==> config.mk <==
export PLATFORM = sky130hd
export DESIGN_NAME = alu_share_ctrl
export DESIGN_NICKNAME = d
export VERILOG_FILES = /design/src/rtl/pkg_cpu.sv /design/src/rtl/Alu.sv /design/src/rtl/rr_arb2.sv /design/src/rtl/alu_share_ctrl.sv
export SDC_FILE = /design/constraint.sdc
export NUM_CORES = 1
export LEC_CHECK = 0
export CAP_MARGIN = 20
export CORE_UTILIZATION = 27
export DETAILED_ROUTE_END_ITERATION = 8
export SYNTH_ARGS = -nofsm -noshare
export SYNTH_HDL_FRONTEND = slang
export SYNTH_HIERARCHICAL = 1
export SYNTH_SLANG_ARGS = --single-unit
==> constraint.sdc <==
create_clock -name clk -period 14.9 [get_ports clk]
set_input_delay 2.235 -clock clk [delete_from_list [all_inputs] [get_ports clk]]
set_output_delay 2.235 -clock clk [all_outputs]
set_load 0.02 [all_outputs]
==> src/rtl/pkg_cpu.sv <==
// CPU-wide types: ALU opcode enum, ALU port structs, and the request/response
// records used by the ALU sharing controller.
package pkg_cpu;

    localparam int CPU_WORD_WIDTH                 = 32;
    localparam int CPU_ENUM_ALU_OPER_SIZE_MSB_POS = 3;
    localparam int CPU_FLAGS_WIDTH                = 4;
    localparam int ALU_NUM_REQ                    = 2;

    // Bit positions inside the flags word
    localparam int FlagC = 0;
    localparam int FlagZ = 1;
    localparam int FlagV = 2;
    localparam int FlagN = 3;

    typedef logic [CPU_WORD_WIDTH-1:0]  cpu_word_t;
    typedef logic [CPU_FLAGS_WIDTH-1:0] cpu_flags_t;

    typedef enum logic [CPU_ENUM_ALU_OPER_SIZE_MSB_POS:0] {
        Alu_Add = 4'd0,
        Alu_Sub = 4'd1,
        Alu_And = 4'd2,
        Alu_Or  = 4'd3,
        Alu_Xor = 4'd4,
        Alu_Rol = 4'd5,
        Alu_Ror = 4'd6,
        Alu_Rlc = 4'd7,
        Alu_Rrc = 4'd8
    } alu_oper_e;

    typedef struct packed {
        cpu_word_t  a;
        cpu_word_t  b;
        alu_oper_e  oper;
        cpu_flags_t flags_in;
    } StrcInAlu;

    typedef struct packed {
        cpu_word_t  out;
        cpu_flags_t flags_out;
    } StrcOutAlu;

    typedef struct packed {
        cpu_word_t  a;
        cpu_word_t  b;
        alu_oper_e  oper;
        logic       upd_flags;
    } StrcAluReq;

    typedef struct packed {
        cpu_word_t  out;
        cpu_flags_t flags;
    } StrcAluRsp;

    // Packs individual flag bits into their architectural positions
    function automatic cpu_flags_t make_flags(input logic n, input logic v,
                                              input logic z, input logic c);
        cpu_flags_t f;
        f        = '0;
        f[FlagN] = n;
        f[FlagV] = v;
        f[FlagZ] = z;
        f[FlagC] = c;
        return f;
    endfunction

endpackage

==> src/rtl/Alu.sv <==
// Combinational ALU. Carry is "no borrow" on subtract; logic ops and plain
// rotates keep C/V from flags_in, Rlc/Rrc rotate one bit through carry.
module Alu
    import pkg_cpu::*;
(
    input  StrcInAlu  i_alu,
    output StrcOutAlu o_alu
);

    localparam int W   = CPU_WORD_WIDTH;
    localparam int SHW = $clog2(CPU_WORD_WIDTH);

    logic [W-1:0]   w_res;
    logic [W:0]     w_wide;
    logic [2*W-1:0] w_rot;
    logic           w_c;
    logic           w_v;
    logic [SHW-1:0] w_sh;

    assign w_sh = i_alu.b[SHW-1:0];

    // Opcode decode and flag generation
    always_comb begin
        w_res  = '0;
        w_wide = '0;
        w_rot  = '0;
        w_c    = i_alu.flags_in[FlagC];
        w_v    = i_alu.flags_in[FlagV];
        case (i_alu.oper)
            Alu_Add: begin
                w_wide = {1'b0, i_alu.a} + {1'b0, i_alu.b};
                w_res  = w_wide[W-1:0];
                w_c    = w_wide[W];
                w_v    = (i_alu.a[W-1] == i_alu.b[W-1]) && (w_res[W-1] != i_alu.a[W-1]);
            end
            Alu_Sub: begin
                w_wide = {1'b0, i_alu.a} - {1'b0, i_alu.b};
                w_res  = w_wide[W-1:0];
                w_c    = !w_wide[W];
                w_v    = (i_alu.a[W-1] != i_alu.b[W-1]) && (w_res[W-1] != i_alu.a[W-1]);
            end
            Alu_And: w_res = i_alu.a & i_alu.b;
            Alu_Or:  w_res = i_alu.a | i_alu.b;
            Alu_Xor: w_res = i_alu.a ^ i_alu.b;
            Alu_Rol: begin
                w_rot = {i_alu.a, i_alu.a} << w_sh;
                w_res = w_rot[2*W-1:W];
            end
            Alu_Ror: begin
                w_rot = {i_alu.a, i_alu.a} >> w_sh;
                w_res = w_rot[W-1:0];
            end
            Alu_Rlc: begin
                w_res = {i_alu.a[W-2:0], i_alu.flags_in[FlagC]};
                w_c   = i_alu.a[W-1];
            end
            Alu_Rrc: begin
                w_res = {i_alu.flags_in[FlagC], i_alu.a[W-1:1]};
                w_c   = i_alu.a[0];
            end
            default: ;
        endcase
    end

    assign o_alu = '{out: w_res, flags_out: make_flags(w_res[W-1], w_v, (w_res == '0), w_c)};

endmodule

==> src/rtl/rr_arb2.sv <==
// Two-way round-robin arbiter: a lone eligible requester wins, a tie goes to
// the requester that did not win last.
module rr_arb2 (
    input  logic [1:0] i_elig,
    input  logic       i_last_grant,
    output logic [1:0] o_grant
);

    // One-hot grant selection
    always_comb begin
        o_grant = 2'b00;
        case (i_elig)
            2'b01:   o_grant = 2'b01;
            2'b10:   o_grant = 2'b10;
            2'b11:   o_grant = i_last_grant ? 2'b01 : 2'b10;
            default: o_grant = 2'b00;
        endcase
    end

endmodule

==> src/rtl/alu_share_ctrl.sv <==
// Shares one ALU between the execute unit (0) and address/aux unit (1).
// Requests are arbitrated round-robin into a one-deep issue stage; the ALU
// executes from that stage and the result lands in the owner's response buffer.
module alu_share_ctrl
    import pkg_cpu::*;
#(
    parameter int WORD_WIDTH  = CPU_WORD_WIDTH,
    parameter int OPER_WIDTH  = CPU_ENUM_ALU_OPER_SIZE_MSB_POS + 1,
    parameter int FLAGS_WIDTH = CPU_FLAGS_WIDTH
) (
    input  logic                              clk,
    input  logic                              rst,
    input  logic [1:0]                        req_valid,
    output logic [1:0]                        req_ready,
    input  logic [1:0][WORD_WIDTH-1:0]        req_a,
    input  logic [1:0][WORD_WIDTH-1:0]        req_b,
    input  logic [1:0][OPER_WIDTH-1:0]        req_oper,
    input  logic [1:0]                        req_upd_flags,
    output logic [1:0]                        rsp_valid,
    input  logic [1:0]                        rsp_ready,
    output logic [1:0][WORD_WIDTH-1:0]        rsp_out,
    output logic [1:0][FLAGS_WIDTH-1:0]       rsp_flags,
    output logic [FLAGS_WIDTH-1:0]            flags_out,
    output logic                              busy
);

    logic [ALU_NUM_REQ-1:0] w_elig;
    logic [ALU_NUM_REQ-1:0] w_grant;
    logic [ALU_NUM_REQ-1:0] w_buf_valid;
    logic                   w_sel;

    StrcAluReq  r_stage;
    logic       r_stage_valid;
    logic       r_stage_owner;
    logic       r_last_grant;
    cpu_flags_t r_flags;

    StrcInAlu   w_alu_in;
    StrcOutAlu  w_alu_out;

    rr_arb2 u_arb (
        .i_elig       (w_elig),
        .i_last_grant (r_last_grant),
        .o_grant      (w_grant)
    );

    assign req_ready = w_grant;
    assign w_sel     = w_grant[1];

    // Issue stage and round-robin history; history moves only on a real grant
    always_ff @(posedge clk) begin
        if (rst) begin
            r_stage_valid <= 1'b0;
            r_stage       <= '0;
            r_stage_owner <= 1'b0;
            r_last_grant  <= 1'b1;
        end else begin
            r_stage_valid <= |w_grant;
            if (|w_grant) begin
                r_stage.a         <= req_a[w_sel];
                r_stage.b         <= req_b[w_sel];
                r_stage.oper      <= alu_oper_e'(req_oper[w_sel]);
                r_stage.upd_flags <= req_upd_flags[w_sel];
                r_stage_owner     <= w_sel;
                r_last_grant      <= w_sel;
            end
        end
    end

    // ALU sees zeros when idle; flags_in is taken at execute so chained ops see fresh flags
    always_comb begin
        w_alu_in = '0;
        if (r_stage_valid) begin
            w_alu_in.a        = r_stage.a;
            w_alu_in.b        = r_stage.b;
            w_alu_in.oper     = r_stage.oper;
            w_alu_in.flags_in = r_flags;
        end
    end

    Alu u_alu (
        .i_alu (w_alu_in),
        .o_alu (w_alu_out)
    );

    // Architectural flags register, written only by ops that ask for it
    always_ff @(posedge clk) begin
        if (rst) begin
            r_flags <= '0;
        end else if (r_stage_valid && r_stage.upd_flags) begin
            r_flags <= w_alu_out.flags_out;
        end
    end

    genvar gi;
    generate
        for (gi = 0; gi < ALU_NUM_REQ; gi++) begin : g_buf
            logic      r_valid;
            StrcAluRsp r_data;
            logic      w_hit;

            assign w_hit = r_stage_valid && (r_stage_owner == 1'(gi));

            // Result capture takes priority over drain so drain+refill keeps valid high
            always_ff @(posedge clk) begin
                if (rst) begin
                    r_valid <= 1'b0;
                    r_data  <= '0;
                end else if (w_hit) begin
                    r_valid <= 1'b1;
                    r_data  <= '{out: w_alu_out.out, flags: w_alu_out.flags_out};
                end else if (r_valid && rsp_ready[gi]) begin
                    r_valid <= 1'b0;
                end
            end

            // One outstanding op per requester: not in the stage, buffer free or draining
            assign w_elig[gi]      = !rst && req_valid[gi] && !w_hit && !(r_valid && !rsp_ready[gi]);
            assign w_buf_valid[gi] = r_valid;
            assign rsp_out[gi]     = r_data.out;
            assign rsp_flags[gi]   = r_data.flags;
        end
    endgenerate

    assign rsp_valid = rst ? '0 : w_buf_valid;
    assign flags_out = r_flags;
    assign busy      = r_stage_valid || (|w_buf_valid);

endmodule

==> reports/results.txt, run 1 <==
status -> complete, no violations
DRC Markers -> 0
LEAKAGE -> 0.00755 uW
Initial Util -> 0.274
CTS tree -> built
area growth from synthesis to layout -> 19.4%
H-Tree Depth -> 4
first-pass GRT wire length -> 123000 um
initial detailed-routing violation count -> 2405
Yosys warning count -> 6
Routed WL -> 83700 um
Die Ht -> 258 um
CTS Hold Bufs -> 0
TritonCTS Sinks -> 150
setup TNS -> 0 ps
Max Slew Vio Count -> 0
Pwr Total -> 1250 uW
Top Ports -> 225
vias after detailed routing -> 18900
HPWL Detailed -> 63400 um
Worst setup SP type -> flop
Die Wd -> 258 um
Reg2Reg Depth -> 18
max cap viols -> 0
HP Class -> flop to flop
Cell Pwr Density -> 59.5 nW/um2
std cell rows -> 93
synthesized instance count -> 2293
CP Max Fanout -> 80
Core Footprint -> 64500 um2
Cell Area, Placed -> 20400 um2
Routed WL per cell -> 25.6 um
buffer levels on the longest clock path -> 2
PostCTS Resize Cnt -> 0
Filler cells -> 6942
final hold vios -> 0
Vias/cell -> 5.79
hold depth -> 2
worst relative slew slack -> 0.153
unrepaired setup endpoints after global routing -> no
WP data required -> 15280 ps
fin crit share -> 0.481
FF-to-FF Start -> r_stage_valid
Final #Nets -> 2639
R2R Setup Slk -> 7740 ps
Post-CTS Setup Bufs -> 0
Worst Hold Path EP -> rsp_out[63]
min-delay src -> rsp_out[63]
Clock Skew -> 18.6 ps
critical path type -> flop to flop
Root Driver -> clkbuf_16
GP Congestion -> 1.06
share of cells above drive strength 1 -> 0.119
measured slew at the worst slew-check pin -> 1260 ps
Peak Freq -> 140 MHz
All-Layer GR Usage -> 0.246
post-route minimum period -> 7160 ps
Peak VDD IR -> 85.3 uV
initial antenna violation count -> 2
CP endpoint kind -> flop
Critical R2R Capture -> flags_out[1]
count of input and output buffers -> 224
vias in the first global route -> 18200
Final ANT Viol Nets -> 0
clk_lat worst skew -> 470 ps
Mapped Nets -> 2535
Synth Cell Area -> 17600 um2
Clock transition at path regs -> 70 ps
largest net degree at the start of global routing -> 85
CTS buffer count -> 17
Pre-antenna DRT Iters -> 6
Worst Path Arrival -> 7550 ps
Die Area -> 66300 um2
fin area -> 21000 um2
GR Overflow Total -> 0
setup violators final -> 0
synthesized area per cell -> 7.69 um2
==> area by class of cell <==
class	count	area, um2	area share
diodes	2	5.00	0.000238
well taps	855	1070	0.0508
inverters	109	409	0.0194
clock buffers	18	439	0.0209
clock inverters	14	155	0.00737
repair buffers	290	2740	0.130
flip-flops and latches	150	3000	0.143
multi-input cells	1829	13200	0.629
==> stage by stage <==
stage          utilization  hold slack, ps  worst slack, ps  instances
2_1_floorplan            -             453             8850       2293
3_3_place_gp         0.317             442             8060       3233
3_5_place_dp         0.317             446             7970       3233
4_1_cts              0.326             455             7970       3265
5_1_grt              0.326             472             7400       3265
6_report             0.327             454             7740       3267
==> power by group <==
part | total, uW | switching, uW | internal, uW | leakage (uW)
Sequential | 431 | 11.9 | 419 | 0.00122
Combinational | 384 | 217 | 167 | 0.00603
Clock | 438 | 196 | 242 | 0.000292
Total | 1250 | 424 | 828 | 0.00755
==> cell usage in the layout, fill, tap and decap left out, types with 29 or more instances in the layout <==
master / n
a21oi_1: 186
a22oi_1: 30
and2_1: 74
buf_4: 67
clkdlybuf4s50_1: 223
dfxtp_1: 149
ha_1: 96
inv_1: 105
mux2_4: 68
mux2i_1: 137
mux4_2: 58
nand2_1: 318
nand3_1: 29
nor2_1: 239
nor3_1: 36
o21ai_0: 90
o22ai_1: 30
==> layer usage <==
metal	track usage	vias up	part of all wire
met5	0	-	0.00027
li1	-	8517	-
met4	0.149	4	0.064
met3	0.0731	276	0.10
met1	0.305	8952	0.40
met2	0.375	1175	0.44
==> sequential cells by signal, summed over array words and instances (netlist names) <==
name and cells:
flags_out 4, g_buf.r_valid 2, r_last_grant 1, r_stage 69, r_stage_owner 1, r_stage_valid 1, rsp_flags 8, rsp_out 64
==> worst max-delay path by stage <==
| stage | from | endpoint | slack [ps] | depth (start not counted) |
|---|---|---|---|---|
| 2_1_floorplan | r_stage_valid | flags_out[1] | 8850 | 24 |
| 3_3_place_gp | rst | req_ready[1] | 8060 | 4 |
| 3_5_place_dp | r_stage_valid | flags_out[1] | 7970 | 19 |
| 4_1_cts | r_stage_valid | flags_out[1] | 7970 | 19 |
| 5_1_grt | r_stage_valid | flags_out[1] | 7400 | 19 |
| 6_report | r_stage_valid | flags_out[1] | 7740 | 18 |
==> critical path, stage by stage, from the launching register on <==
cell	delay, ps
dfxtp_2	310
buf_4	460
and2_4	660
buf_4	620
inv_1	290
ha_1	490
nand2b_1	140
o311ai_1	270
a2111oi_0	1070
nor4_1	270
or2_2	390
a221oi_1	240
o21ai_0	200
nor4_1	420
nand4_1	160
or4b_1	530
nor4_2	260
nand3_1	130
a21oi_1	140
No activity file was read; power rests on OpenSTA's default activity.
==> run 2, diff against run 1 <==
==> constraint.sdc (replaced) <==
create_clock -name clk -period 7.3 [get_ports clk]
set_input_delay 1.095 -clock clk [delete_from_list [all_inputs] [get_ports clk]]
set_output_delay 1.095 -clock clk [all_outputs]
set_load 0.02 [all_outputs]
==> reports/results.txt, run 2 (synthesis gave the netlist of run 1 again) <==
Util after Layout -> 0.329 (+0.00246)
GR Overflow Total -> 0 (unchanged)
Pre-antenna DRT Iters -> 6 (unchanged)
Peak VDD IR -> 158 uV (+86%)
Post-CTS Setup Bufs -> 0 (unchanged)
initial antenna violation count -> 3 (+1)
CTS buffer count -> 17 (unchanged)
buffer levels on the longest clock path -> 2 (unchanged)
CP endpoint kind -> flop
Cell Pwr Density -> 122 nW/um2 (+110%)
measured slew at the worst slew-check pin -> 1130 ps (-133 ps)
CP max stage delay -> 520 ps (-550 ps)
Final Non-Filler Cells -> 3285 (+0.55%)
CTS tree -> built
critical path type -> flop to flop
initial detailed-routing violation count -> 2396 (-0.37%)
H-Tree Depth -> 4 (unchanged)
DRC Markers -> 0 (unchanged)
Final ANT Viol Nets -> 0 (unchanged)
DP Worst Slack -> 1080 ps (-6890 ps)
vias after detailed routing -> 19400 (+2.7%)
TritonCTS Sinks -> 150 (unchanged)
Die Area -> 66300 um2 (unchanged)
setup violators final -> 0 (unchanged)
Core Footprint -> 64500 um2 (unchanged)
count of input and output buffers -> 224 (unchanged)
Initial Util -> 0.274 (unchanged)
Vias/cell -> 5.92 (+2.2%)
Routed WL -> 87200 um (+4.2%)
Die Ht -> 258 um (unchanged)
area growth from synthesis to layout -> 20.3%
first-pass GRT wire length -> 127000 um (+3.0%)
final hold vios -> 0 (unchanged)
GP Congestion -> 1.12 (+6.2%)
Largest register FFs -> 69 (unchanged)
Filler cells -> 6927 (-0.22%)
Reg2Reg Depth -> 19 (+1)
commonest non-fill, non-tap cell in the layout -> nand2_1
unrepaired setup endpoints after global routing -> no
final setup margin -> 855 ps (-6880 ps)
largest net degree at the start of global routing -> 82 (-3.5%)
fin crit share -> 0.883 (+0.402)
Top Ports -> 225 (unchanged)
max cap viols -> 0 (unchanged)
CP Max Fanout -> 43 (-46%)
std cell rows -> 93 (unchanged)
Clock Skew -> 13.8 ps (-4.82 ps)
Crit-path slowest cell -> ha_1
status -> complete, no violations
Die Wd -> 258 um (unchanged)
setup TNS -> 0 ps (unchanged)
vias in the first global route -> 18300 (+0.53%)
Max Slew Vio Count -> 0 (unchanged)
CP cell instances -> buf_4 -> buf_4 -> and2_1 -> inv_1 -> ha_1 -> a21oi_1 -> nand2_1 -> a221o_1 -> a311oi_1 -> a21boi_0 -> o22ai_1 -> o21ai_0 -> o2111ai_1 -> nor4b_2 -> nand4_1 -> or4b_1 -> nor4_2 -> nand3_1 -> a21oi_1
worst relative slew slack -> 0.246 (+0.0930)
HP Class -> flop to flop
All-Layer GR Usage -> 0.257 (+0.0103)
share of cells above drive strength 1 -> 0.126 (+0.00694)
CTS Hold Bufs -> 0 (unchanged)
Worst Path Arrival -> 6840 ps (-710 ps)
PostCTS Resize Cnt -> 0 (unchanged)
placed insts -> 3250 (+0.53%)
Worst setup SP type -> flop
HPWL Detailed -> 68300 um (+7.8%)
most frequent cells in the layout -> nand2_1, nor2_1, clkdlybuf4s50_1, a21oi_1, dfxtp_1
clk_lat worst skew -> 470 ps (about the same)
Routed WL per cell -> 26.6 um (+3.6%)
Root Driver -> clkbuf_16
LEAKAGE -> 0.00763 uW (+1.1%)
Clock transition at path regs -> 70 ps (about the same)
Final #Nets -> 2657 (+0.68%)
WP data required -> 7690 ps (-7590 ps)
most flop-heavy register -> r_stage
post-route minimum period -> 6440 ps (-719 ps)
Peak Freq -> 155 MHz (+11%)
hold depth -> 2 (unchanged)
==> run 2: cell types whose count changed in the layout (fill, tap and decap cells not counted), sizes merged <==
cell | before | now
clkinv | 7 | 6
clkbuf | 18 | 19
inv | 114 | 112
buf | 67 | 84
clkinvlp | 1 | 3
dlymetal6s2s | 0 | 1
==> run 2: worst paths after layout <==
kind                                    start            to  slack (ps)
worst max-delay path            r_stage_valid  flags_out[1]         860
worst min register to register    rsp_out[45]   rsp_out[45]         450
worst min-delay path              rsp_out[45]   rsp_out[45]         450
worst max register to register  r_stage_valid  flags_out[1]         860
==> run 2: layer usage <==
metal,track usage,share of wire,wire length [um],vias up
li1,-,-,-,8546
met1,0.321,0.38,33500,9142
met4,0.174,0.077,6700,6
met5,0,0.00047,41,-
met3,0.0630,0.11,9660,357
met2,0.389,0.43,37400,1391
==> run 2: cell type report <==
| type | count | area (um2) | area share |
|---|---|---|---|
| Timing Repair Buffer | 308 | 2890 | 0.136 |
| Inverter | 109 | 409 | 0.0193 |
| Tap cell | 855 | 1070 | 0.0504 |
| Antenna cell | 2 | 5.00 | 0.000236 |
| Multi-Input combinational cell | 1829 | 13200 | 0.624 |
| Clock inverter | 13 | 135 | 0.00637 |
| Clock buffer | 19 | 453 | 0.0214 |
| Sequential cell | 150 | 3000 | 0.142 |
==> run 2: power breakdown <==
group	switching [uW]	internal, uW
logic	464	346
clock network	397	496
registers	29.3	855
==> run 2: critical path, delay by kind of cell (launching register included) <==
family                   cells  cell delay (ps)
AND/OR/NAND/NOR              7             1890
adder cells (fa/ha/maj)      1              520
flip-flops                   1              320
buffers and inverters        3              820
AO/OA/AOI/OAI                8             2790
==> run 2: metrics by stage <==
stage	hold WS, ps	total power [uW]	instance area (um2)
floorplan	453	1400	17600
global placement	443	1690	20600
detailed placement	446	1680	20600
CTS	455	2590	21200
global route	471	2680	21200
finish	452	2590	21200
